## src/rtl/apb_master_bridge.sv

```systemverilog
// Single-outstanding APB initiator: turns a CPU request/ready strobe into APB
// SETUP/ACCESS transfers toward four slaves, with an ACCESS-phase timeout.
module apb_master_bridge #(
  parameter logic [31:0] BASE_ADDR = 32'h1000_0000,
  parameter logic [31:0] SLV_SPAN  = 32'h0000_1000,
  parameter int unsigned TIMEOUT   = 16
) (
  input  logic        PCLK,
  input  logic        PRESET,
  input  logic        transfer,
  input  logic [31:0] addr,
  input  logic        write,
  input  logic [31:0] wdata,
  output logic        ready,
  output logic [31:0] rdata,
  output logic        err,
  output logic [31:0] PADDR,
  output logic        PWRITE,
  output logic [31:0] PWDATA,
  output logic        PENABLE,
  output logic [3:0]  PSEL,
  input  logic [31:0] PRDATA0,
  input  logic [31:0] PRDATA1,
  input  logic [31:0] PRDATA2,
  input  logic [31:0] PRDATA3,
  input  logic [3:0]  PREADY
);

  typedef enum logic [1:0] {
    ST_IDLE   = 2'd0,
    ST_SETUP  = 2'd1,
    ST_ACCESS = 2'd2
  } state_t;

  localparam logic [31:0] WIN_SIZE = SLV_SPAN * 32'd4;
  localparam logic [7:0]  CNT_LAST = 8'(TIMEOUT - 32'd1);

  state_t      state_r, state_nxt_s;
  logic [7:0]  cnt_r, cnt_nxt_s;
  logic [1:0]  sel_r, sel_nxt_s;
  logic [31:0] off_s;
  logic [1:0]  req_sel_s;
  logic        mapped_s;
  logic        pready_sel_s;
  logic [31:0] prdata_sel_s;
  logic [31:0] paddr_nxt_s, pwdata_nxt_s, rdata_nxt_s;
  logic        pwrite_nxt_s, penable_nxt_s, ready_nxt_s, err_nxt_s;
  logic [3:0]  psel_nxt_s;

  // Address decode of the incoming CPU request
  always_comb begin
    off_s     = addr - BASE_ADDR;
    mapped_s  = (addr >= BASE_ADDR) && (off_s < WIN_SIZE);
    req_sel_s = 2'(off_s / SLV_SPAN);
  end

  // Return-path mux: only the selected slave's PREADY/PRDATA matter
  always_comb begin
    pready_sel_s = PREADY[sel_r];
    case (sel_r)
      2'd0:    prdata_sel_s = PRDATA0;
      2'd1:    prdata_sel_s = PRDATA1;
      2'd2:    prdata_sel_s = PRDATA2;
      2'd3:    prdata_sel_s = PRDATA3;
      default: prdata_sel_s = PRDATA0;
    endcase
  end

  // Next-state and next-output logic
  always_comb begin
    state_nxt_s   = state_r;
    cnt_nxt_s     = cnt_r;
    sel_nxt_s     = sel_r;
    paddr_nxt_s   = PADDR;
    pwrite_nxt_s  = PWRITE;
    pwdata_nxt_s  = PWDATA;
    psel_nxt_s    = PSEL;
    penable_nxt_s = PENABLE;
    ready_nxt_s   = 1'b0;
    err_nxt_s     = 1'b0;
    rdata_nxt_s   = rdata;
    case (state_r)
      ST_IDLE: begin
        if (transfer && mapped_s) begin
          paddr_nxt_s   = addr;
          pwrite_nxt_s  = write;
          pwdata_nxt_s  = wdata;
          sel_nxt_s     = req_sel_s;
          psel_nxt_s    = 4'b0001 << req_sel_s;
          penable_nxt_s = 1'b0;
          state_nxt_s   = ST_SETUP;
        end else if (transfer) begin
          ready_nxt_s = 1'b1;
          err_nxt_s   = 1'b1;
          rdata_nxt_s = 32'h0000_0000;
        end else begin
          psel_nxt_s    = 4'b0000;
          penable_nxt_s = 1'b0;
        end
      end
      ST_SETUP: begin
        penable_nxt_s = 1'b1;
        cnt_nxt_s     = 8'd0;
        state_nxt_s   = ST_ACCESS;
      end
      ST_ACCESS: begin
        // A PREADY on the last allowed cycle still completes normally
        if (pready_sel_s) begin
          psel_nxt_s    = 4'b0000;
          penable_nxt_s = 1'b0;
          ready_nxt_s   = 1'b1;
          rdata_nxt_s   = PWRITE ? 32'h0000_0000 : prdata_sel_s;
          cnt_nxt_s     = 8'd0;
          state_nxt_s   = ST_IDLE;
        end else if (cnt_r == CNT_LAST) begin
          psel_nxt_s    = 4'b0000;
          penable_nxt_s = 1'b0;
          ready_nxt_s   = 1'b1;
          err_nxt_s     = 1'b1;
          rdata_nxt_s   = 32'h0000_0000;
          cnt_nxt_s     = 8'd0;
          state_nxt_s   = ST_IDLE;
        end else begin
          cnt_nxt_s = cnt_r + 8'd1;
        end
      end
      default: begin
        psel_nxt_s    = 4'b0000;
        penable_nxt_s = 1'b0;
        state_nxt_s   = ST_IDLE;
      end
    endcase
  end

  // State, counter and registered outputs
  always_ff @(posedge PCLK or negedge PRESET) begin
    if (!PRESET) begin
      state_r <= ST_IDLE;
      cnt_r   <= 8'd0;
      sel_r   <= 2'd0;
      PADDR   <= 32'h0000_0000;
      PWRITE  <= 1'b0;
      PWDATA  <= 32'h0000_0000;
      PSEL    <= 4'b0000;
      PENABLE <= 1'b0;
      ready   <= 1'b0;
      err     <= 1'b0;
      rdata   <= 32'h0000_0000;
    end else begin
      state_r <= state_nxt_s;
      cnt_r   <= cnt_nxt_s;
      sel_r   <= sel_nxt_s;
      PADDR   <= paddr_nxt_s;
      PWRITE  <= pwrite_nxt_s;
      PWDATA  <= pwdata_nxt_s;
      PSEL    <= psel_nxt_s;
      PENABLE <= penable_nxt_s;
      ready   <= ready_nxt_s;
      err     <= err_nxt_s;
      rdata   <= rdata_nxt_s;
    end
  end

endmodule

```

## config.mk

```make
export PLATFORM = sky130hd
export DESIGN_NAME = apb_master_bridge
export DESIGN_NICKNAME = d
export VERILOG_FILES = /design/src/rtl/apb_master_bridge.sv
export SDC_FILE = /design/constraint.sdc
export NUM_CORES = 1
export LEC_CHECK = 0
export CAP_MARGIN = 20
export CORE_MARGIN = 2
export CORE_UTILIZATION = 39
export CTS_BUF_LIST = sky130_fd_sc_hd__clkbuf_16
export DETAILED_ROUTE_END_ITERATION = 6
export PLACE_DENSITY = 0.81
export SETUP_SLACK_MARGIN = 0.3
export SLEW_MARGIN = 25
export SYNTH_ARGS = -nofsm -noshare
export SYNTH_HDL_FRONTEND = slang
export SYNTH_SLANG_ARGS = --single-unit
```

## constraint.sdc

```tcl
create_clock -name PCLK -period 2.1 [get_ports PCLK]
set_input_delay 0.315 -clock PCLK [delete_from_list [all_inputs] [get_ports PCLK]]
set_output_delay 0.315 -clock PCLK [all_outputs]
set_load 0.05 [all_outputs]
```

# --- Word-level counts from Yosys, hierarchy flattened ---
# Cells that the tools add are included.
totals:
  reg_bits: 116
  latch_bits: 0
  mem_bits_rw: 0
  mem_bits_ro: 0
  out_inout_bits: 104
  elab_cells: 73
  memories: 0
op_classes:
  n_addsub: 2
  n_mul: 0
  div_mod_pow: 0
  order_cmp: 3
  n_eq_ne: 11
  shifts: 1
  muxes: 33
  bitwise_logic: 1
  reduce_logical: 11
ops:
  columns: ["cell", "count"]
  rows:
  - ["$mux W32", 5]
  - ["$pmux W32 S4", 1]
  - ["$pmux W32 S2", 1]
  - ["$ge A32 B29 Y1 const B", 1]
  - ["$lt A32 B15 Y1 const B", 1]
  - ["$sub A32 B29 Y32 const B", 1]
  - ["$mux W4", 4]
  - ["$mux W8", 2]
  - ["$pmux W8 S2", 1]
  - ["$pmux W4 S3", 1]
  - ["$mux W1", 10]
  - ["$add A8 B1 Y8 const B", 1]
  - ["$eq A8 B4 Y1 const B", 1]
  - ["$eq A2 B2 Y1 const B", 3]
  - ["$mux W2", 3]
  - ["$ne A2 B2 Y1 const B", 3]
  - ["$ne A3 B3 Y1 const B", 2]
  - ["$pmux W2 S3", 1]
  - ["$reduce_and A2 Y1", 3]
  - ["$eq A2 B1 Y1 const B", 2]
  - ["$logic_not A2 Y1", 2]
  - ["$pmux W1 S2", 2]
  - ["$reduce_and A4 Y1", 1]
  - ["$reduce_bool A2 Y1", 2]
  - ["7 further kinds", 8]

# --- Logic depth before layout (Yosys ltp) ---
# Gate-level depths: netlist (run 1).
depth:
  ltp_word: 6
  mapped_depth: 8
  mapped_depth_nobuf: 7

# --- Worst setup path after synthesis (run 1) ---
# OpenSTA, ideal clock, no wires.
synth_timing:
  kind: "register to register"
  start: "register PADDR[12] (netlist name)"
  end: "register PSEL[0]"
  arrival_ps: 2065
  t_required_ps: 1975
  setup_slack_ps: -90
  stages_incl_launch_ff: 8
  period_less_slack_ps: 2190
  path_cell_list: "dfrtp_1 > buf_2 > mux2i_1 > a22oi_2 > or2_1 > buf_4 > nand3b_4 > mux2_4"
synth_rtl:
  columns: ["element", "line", "source"]
  rows:
  - ["to (signal assigned)", "156", "PSEL <= psel_nxt_s;"]
  - ["to (decl)", "21", "output logic [3:0] PSEL,"]

# --- Final worst setup path (run 1) ---
layout_timing:
  start: "register state_r[1]"
  end: "register PADDR[4]"
layout_via:
  elab_chain_cells: 2
layout_rtl:
  columns: ["element", "line", "source"]
  rows:
  - ["from (decl)", "38", "state_t state_r, state_nxt_s;"]
  - ["from (signal assigned)", "150", "state_r <= state_nxt_s;"]
  - ["$logic_not A2 Y1", "82", "case (state_r)"]
  - ["$reduce_and A2 Y1 (no source line)", null, null]
  - ["to (signal assigned)", "153", "PADDR <= paddr_nxt_s;"]
  - ["to (decl)", "17", "output logic [31:0] PADDR,"]
# No other way between the ends.
# A chain may end at the register's enable or synchronous reset.

==> results of run 1 <==
## cell families (layout without fill, tap and decap cells)
| logic type | count (synthesis) | after routing | synth area share (%) |
|---|---|---|---|
| AO/OA/AOI/OAI | 50 | 50 | 5.214 |
| XOR/XNOR | 2 | 2 | 0.3231 |
| adder cells (fa/ha/maj) | 4 | 4 | 0.9230 |
| buffers and inverters | 33 | 398 | 2.884 |
| flip-flops | 114 | 114 | 52.61 |
| multiplexers | 90 | 90 | 25.50 |
| AND/OR/NAND/NOR | 123 | 123 | 12.55 |
## layout make-up
type / count / area, µm²
fillers: 907 / 3503
multi-input cells: 269 / 2850
clock buffers: 17 / 425.4
clock inverters: 15 / 197.7
well taps: 180 / 225.2
flip-flops and latches: 114 / 2856
inverters: 7 / 26.28
repair buffers: 359 / 3635
## flip-flops by register name, indices dropped and copies added, names as in the netlist, 2 cells and up
name and count:
PADDR 32, PWDATA 32, rdata 32, cnt_r 8, PSEL 4, state_r 2
## how the worst min path moves through the flow
stage	endpoint	cells after the start
5_1_grt	PADDR[24]	2
4_1_cts	state_r[1]	2
3_5_place_dp	state_r[1]	1
6_report	PADDR[24]	2
3_3_place_gp	PADDR[24]	1
2_1_floorplan	PADDR[0]	0
## where the power goes
group          internal, µW  total, µW  switching [µW]  leakage (µW)
clock network          2070       3040             973      0.000308
registers              2200       2200            1.06       0.00156
logic                   427        622             195       0.00306
total                  4700       5870            1170       0.00493
## cell usage after synthesis, types with 5 or more instances
library cell | n | area share, %
buf_2 | 14 | 1.3
o21ai_0 | 5 | 0.46
nor2_1 | 5 | 0.35
mux2_1 | 22 | 4.6
mux2_2 | 27 | 5.6
inv_1 | 7 | 0.48
o21ai_1 | 32 | 3.0
mux2i_1 | 5 | 0.92
nor2b_1 | 19 | 2.2
dfrtp_1 | 114 | 53
nand3_1 | 7 | 0.65
nand2_1 | 40 | 2.8
nand2b_1 | 34 | 3.9
clkbuf_1 | 8 | 0.55
mux4_2 | 32 | 13
## what timing repair did
item                                    4_1_cts  5_1_grt
pin swaps                                    11       31
buffers inserted                             12       10
hold endpoints to repair                     27        0
hold buffers                                  1        0
gates cloned                                  3       10
resized for setup                           127       99
endpoints found under the setup margin      190      104
## metal layers
metal	vias up	routed length, µm	global-route usage (%)
li1	2204	-	-
met1	2508	7303	26.75
met2	211	10490	42.49
met3	39	1488	6.835
met4	0	452	8.549
met5	-	0	0
## through the flow
stage | setup slack [ns] | hold WS, ns | util, %
floorplan | 0.1584 | 0.01941 | -
global placement | -0.1803 | 0.2736 | 64.12
detailed placement | -0.2254 | 0.2792 | 64.12
CTS | 0.2211 | 0.3914 | 69.66
global route | 0.1361 | 0.4127 | 74.46
finish | 0.1793 | 0.3997 | 74.46
## critical path: cells and delay by family (launching register included)
kind	cells	cell delay, ns
DFF	1	0.44
adders and majority gates	1	0.16
buffers and inverters	4	0.61
and+or+nand+nor	2	0.25
muxes	1	0.33
==> impl_metrics.ini, run 1 <==
[setup_path]
crit_path_max_incr_delay_ns = 0.44
critPathMaxFanout = 10
cp-startpoint = state_r[1]
reg2reg_depth = 8
r2r_setup_slack_ns = 0.18
crit_slowest_cell = dfrtp_2
timing.rr.end = PADDR[4]
arrival_ns = 2.22
worstSetupStartpointType = flop
critical_path_required_ns = 2.40
r2r_start = state_r[1]
setup.worst_path.end = PADDR[4]
worstPathCellList = inv_2 > ha_4 > nand4_1 > buf_4 > nor2_4 > buf_12 > buf_6 > mux2_1
worstSetupPathType = reg -> reg
worstSetupEndpointType = flop

[cells_and_area]
syn_to_final_growth_pct = 88.39
final_cell_mix = clkdlybuf4s50_1, dfrtp_1, dlygate4sd2_1
fin_nets = 972
layout_commonest_cell = clkdlybuf4s50_1
postLayoutCellArea_um2 = 10220
diodes = 0
drive_above_1_share_pct = 29.83
final_cells = 961

[floorplan]
dieArea_um2 = 14860
start_util_pct = 39.53
num_io_pins = 304
dieWidth_um = 121.9
rows = 43
core_um2 = 13720
die_y_um = 121.9

[timing]
period_share_pct = 91.46
max_freq_mhz = 520.7
clock_skew_ns = 0.007531
hold_viol = 0
maxSlewHeadroom_pct = 60.86
finalSetupViolCount = 0
rsz0062_at_grt = true
worstMarginPinSlew_ns = 0.5894
slew_viol_final = 0
fin_crit_ns = 1.921
setup_tns_ns = 0

[synthesis]
ys_seq_area_share_pct = 52.61
synth_area_per_cell_um2 = 13.04
ys.flop_type = dfrtp_1
netlist_area_um2 = 5423
synth-seq-cells = 114
yosysUniqueCellTypes = 40
syn_inst = 416
synth_edf_count = 0
synth_async_sr_flop_share_pct = 100.0
yosysWarnings = 0
syn-num-nets = 620

[place]
io_buffers = 303
dpl.cell_count = 893
dp_hpwl_um = 12940
dpl-instance-area_um2 = 8797
gp_congestion = 0.8345

[route]
avgRoutedWirePerCell_um = 20.53
first_iter_violations = 216
drt-total-wl_um = 19730
via_count = 4962
drc = 0
firstDrtPassIters = 5
avgViaCountPerCell = 5.163
antenna_left = 0

[clock_network]
htreeDepth = 4
cts_buffer_depth = 2
tritoncts = built
cts_sinks = 114
numCtsBuffers = 17
cts-root-buf = clkbuf_16
clock_latency_ns = 0.41
path_clk_slew_ns = 0.05

[power]
p_leak_uw = 0.004931
total_power_uw = 5868
ir_worst_vdd_mv = 0.6228
power_per_cell_area_nw_per_um2 = 574.3

[global_route]
grt_max_degree = 67
track_usage_pct = 23.68
overflow = 0
antenna_found_initial = 0
grt_pass1_wl_um = 26720
grt_pass1_vias = 5150

[run]
max_cap_violations = 0

[status]
outcome = completed

[worst_hold_path]
hold_path_class = in -> async
No activity file was read; power rests on OpenSTA's default activity.
==> run 2: changes to the inputs <==
--- a/config.mk
+++ b/config.mk
@@ -6,7 +6,7 @@
 export NUM_CORES = 1
 export LEC_CHECK = 0
 export CAP_MARGIN = 20
-export CORE_MARGIN = 2
+export CORE_ASPECT_RATIO = 0.75
 export CORE_UTILIZATION = 39
 export CTS_BUF_LIST = sky130_fd_sc_hd__clkbuf_16
 export DETAILED_ROUTE_END_ITERATION = 6
==> run 2 against run 1 <==
Effect of this change: the flow now finishes with violations (DRC); first-iteration DRC count up 55%; via count increased by 0.97%; cell count decreased by 0.21%; total power shrank 0.11%; maximum frequency down 1.4%; register-to-register slack got worse by 0.03 ns; routed wire length increased by 2.0%; combinational power shrank 1%.
==> impl_metrics.ini, run 2 (same netlist as run 1, synthesis figures left out) <==
[cells_and_area]
fin_nets = 979
syn_to_final_growth_pct = 89.73
final_cells = 959
multi_input_area_um2 = 2815
seq_area_um2 = 2856
layout_commonest_cell = clkdlybuf4s50_1
n_fill_cell = 793
final_cell_mix = clkdlybuf4s50_1, dfrtp_1, dlygate4sd2_1
diodes = 0
reg.largest.list = PADDR x32, PWDATA x32, rdata x32
drive_above_1_share_pct = 31.47

[global_route]
overflow = 0
grt_max_degree = 44
track_usage_pct = 26.12
antenna_found_initial = 0
use_met1_pct = 30.36
grt-busiest-layer = met2
use_met2_pct = 47.81
met3_usage_pct = 6.630
grt_pass1_vias = 5160
grt_pass1_wl_um = 28690

[timing]
slew_viol_final = 0
clock_skew_ns = 0.01188
setup_tns_ns = 0
finalHoldWorstSlack_ns = 0.4670
finalSetupViolCount = 0
fin_crit_ns = 1.948
period_share_pct = 92.78
max_freq_mhz = 513.3
worstMarginPinSlew_ns = 0.5971
hold_viol = 0
rsz0062_at_grt = true
maxSlewHeadroom_pct = 60.35

[place]
dpl.cell_count = 884
dp_hpwl_um = 13120
gp_congestion = 0.7766
io_buffers = 303

[setup_path]
worstSetupStartpointType = primary input
worstSetupEndpointType = flop
worstSetupPathType = in -> reg
arrival_ns = 2.23
critical_path_required_ns = 2.38
critPathMaxFanout = 6

[clock_network]
cts_sinks = 114
cts_buffer_depth = 2
htreeDepth = 4
tritoncts = built
path_clk_slew_ns = 0.06
cts-root-buf = clkbuf_16
clock_latency_ns = 0.40
numCtsBuffers = 17

[floorplan]
dieWidth_um = 138.2
core_um2 = 13290
start_util_pct = 40.81
rows = 36
die_y_um = 104.1
num_io_pins = 304
dieArea_um2 = 14390

[route]
drt-total-wl_um = 20130
avgRoutedWirePerCell_um = 20.99
avgViaCountPerCell = 5.224
drc = 35
first_iter_violations = 334
via_count = 5010
firstDrtPassIters = 7
antenna_left = 0

[status]
outcome = finished with violations
failed_checks = DRC

[power]
p_leak_uw = 0.004942
power_per_cell_area_nw_per_um2 = 569.7
ir_worst_vdd_mv = 0.5619

[run]
max_cap_violations = 0

[worst_hold_path]
hold_path_class = in -> async
==> run 2: changes by cell type in the layout (fill, tap and decap cells not counted), moves of 4 or more <==
cell	previous run	this run
clkinv_1	6	0
inv_6	0	6
mux2_1	8	3
mux2_2	16	21
nand2_1	13	18
nand2_4	12	8
o21ai_1	12	19
o21ai_2	20	13
==> run 2: worst max-delay path: stages <==
cell and delay (ns):
clkdlybuf4s50_1 0.41, nor4_2 0.32, nand4_1 0.18, buf_4 0.18
nor2_4 0.18, buf_12 0.18, clkbuf_16 0.16, mux2_4 0.30
==> run 2: layout make-up <==
| type | instances | share of cell area, % |
|---|---|---|
| clock buffer | 17 | 4.135 |
| tap | 171 | 2.080 |
| timing repair buffer | 366 | 36.48 |
| clock inverter | 15 | 1.921 |
| sequential | 114 | 27.76 |
| inverter | 7 | 0.2554 |
| multi-input combinational | 269 | 27.36 |
==> run 2: timing repair <==
item,CTS,global route
hold endpoints to repair,40,0
setup buffers,12,17
gates cloned,4,9
hold buffers,1,0
resized for setup,134,101
setup endpoints to repair,204,104
pin swaps,14,29
==> run 2: layer usage <==
layer / part of all wire, % / wire [µm] / vias to the layer above
li1: - / - / 2216
met1: 39 / 7949 / 2547
met2: 52 / 10530 / 217
met3: 6.5 / 1317 / 30
met5: 0 / 0 / -
met4: 1.7 / 340 / 0
==> run 2: worst paths after layout <==
check,slack [ns],cells after the start,startpoint,end
min in group PCLK,0.47,2,rdata[25],rdata[25]
max in group asynchronous,0.93,3,PRESET,rdata[25]
setup / recovery,0.15,8,addr[24],PADDR[13]
hold reg to reg,0.47,2,rdata[25],rdata[25]
setup reg to reg,0.15,8,state_r[1],PADDR[13]
hold / removal,0.47,2,PRESET,PWDATA[10]
==> run 2: through the flow <==
stage / area, µm² / util [%] / power (µW) / setup WS, ns
detailed placement: 8786 / 66.12 / 2777 / -0.2262
floorplan: 5449 / - / 2329 / 0.1584
CTS: 9597 / 72.22 / 5859 / 0.1817
global placement: 8786 / 66.12 / 2764 / -0.1473
finish: 10290 / 77.43 / 5861 / 0.1517
global route: 10290 / 77.43 / 6063 / 0.09664
==> run 2: report_power, final <==
part | switching, µW | internal, µW
registers | 1.07 | 2200
clock network | 1140 | 1910
logic | 188 | 425
total | 1330 | 4530
==> run 3: changes to the inputs <==
--- a/config.mk
+++ b/config.mk
@@ -5,7 +5,7 @@
 export SDC_FILE = /design/constraint.sdc
 export NUM_CORES = 1
 export LEC_CHECK = 0
-export CAP_MARGIN = 20
+export ABC_CLOCK_PERIOD_IN_PS = 2100
 export CORE_ASPECT_RATIO = 0.75
 export CORE_UTILIZATION = 39
 export CTS_BUF_LIST = sky130_fd_sc_hd__clkbuf_16
==> results of run 3 <==
Final layout, timing and power as in run 2 (identical DEF).
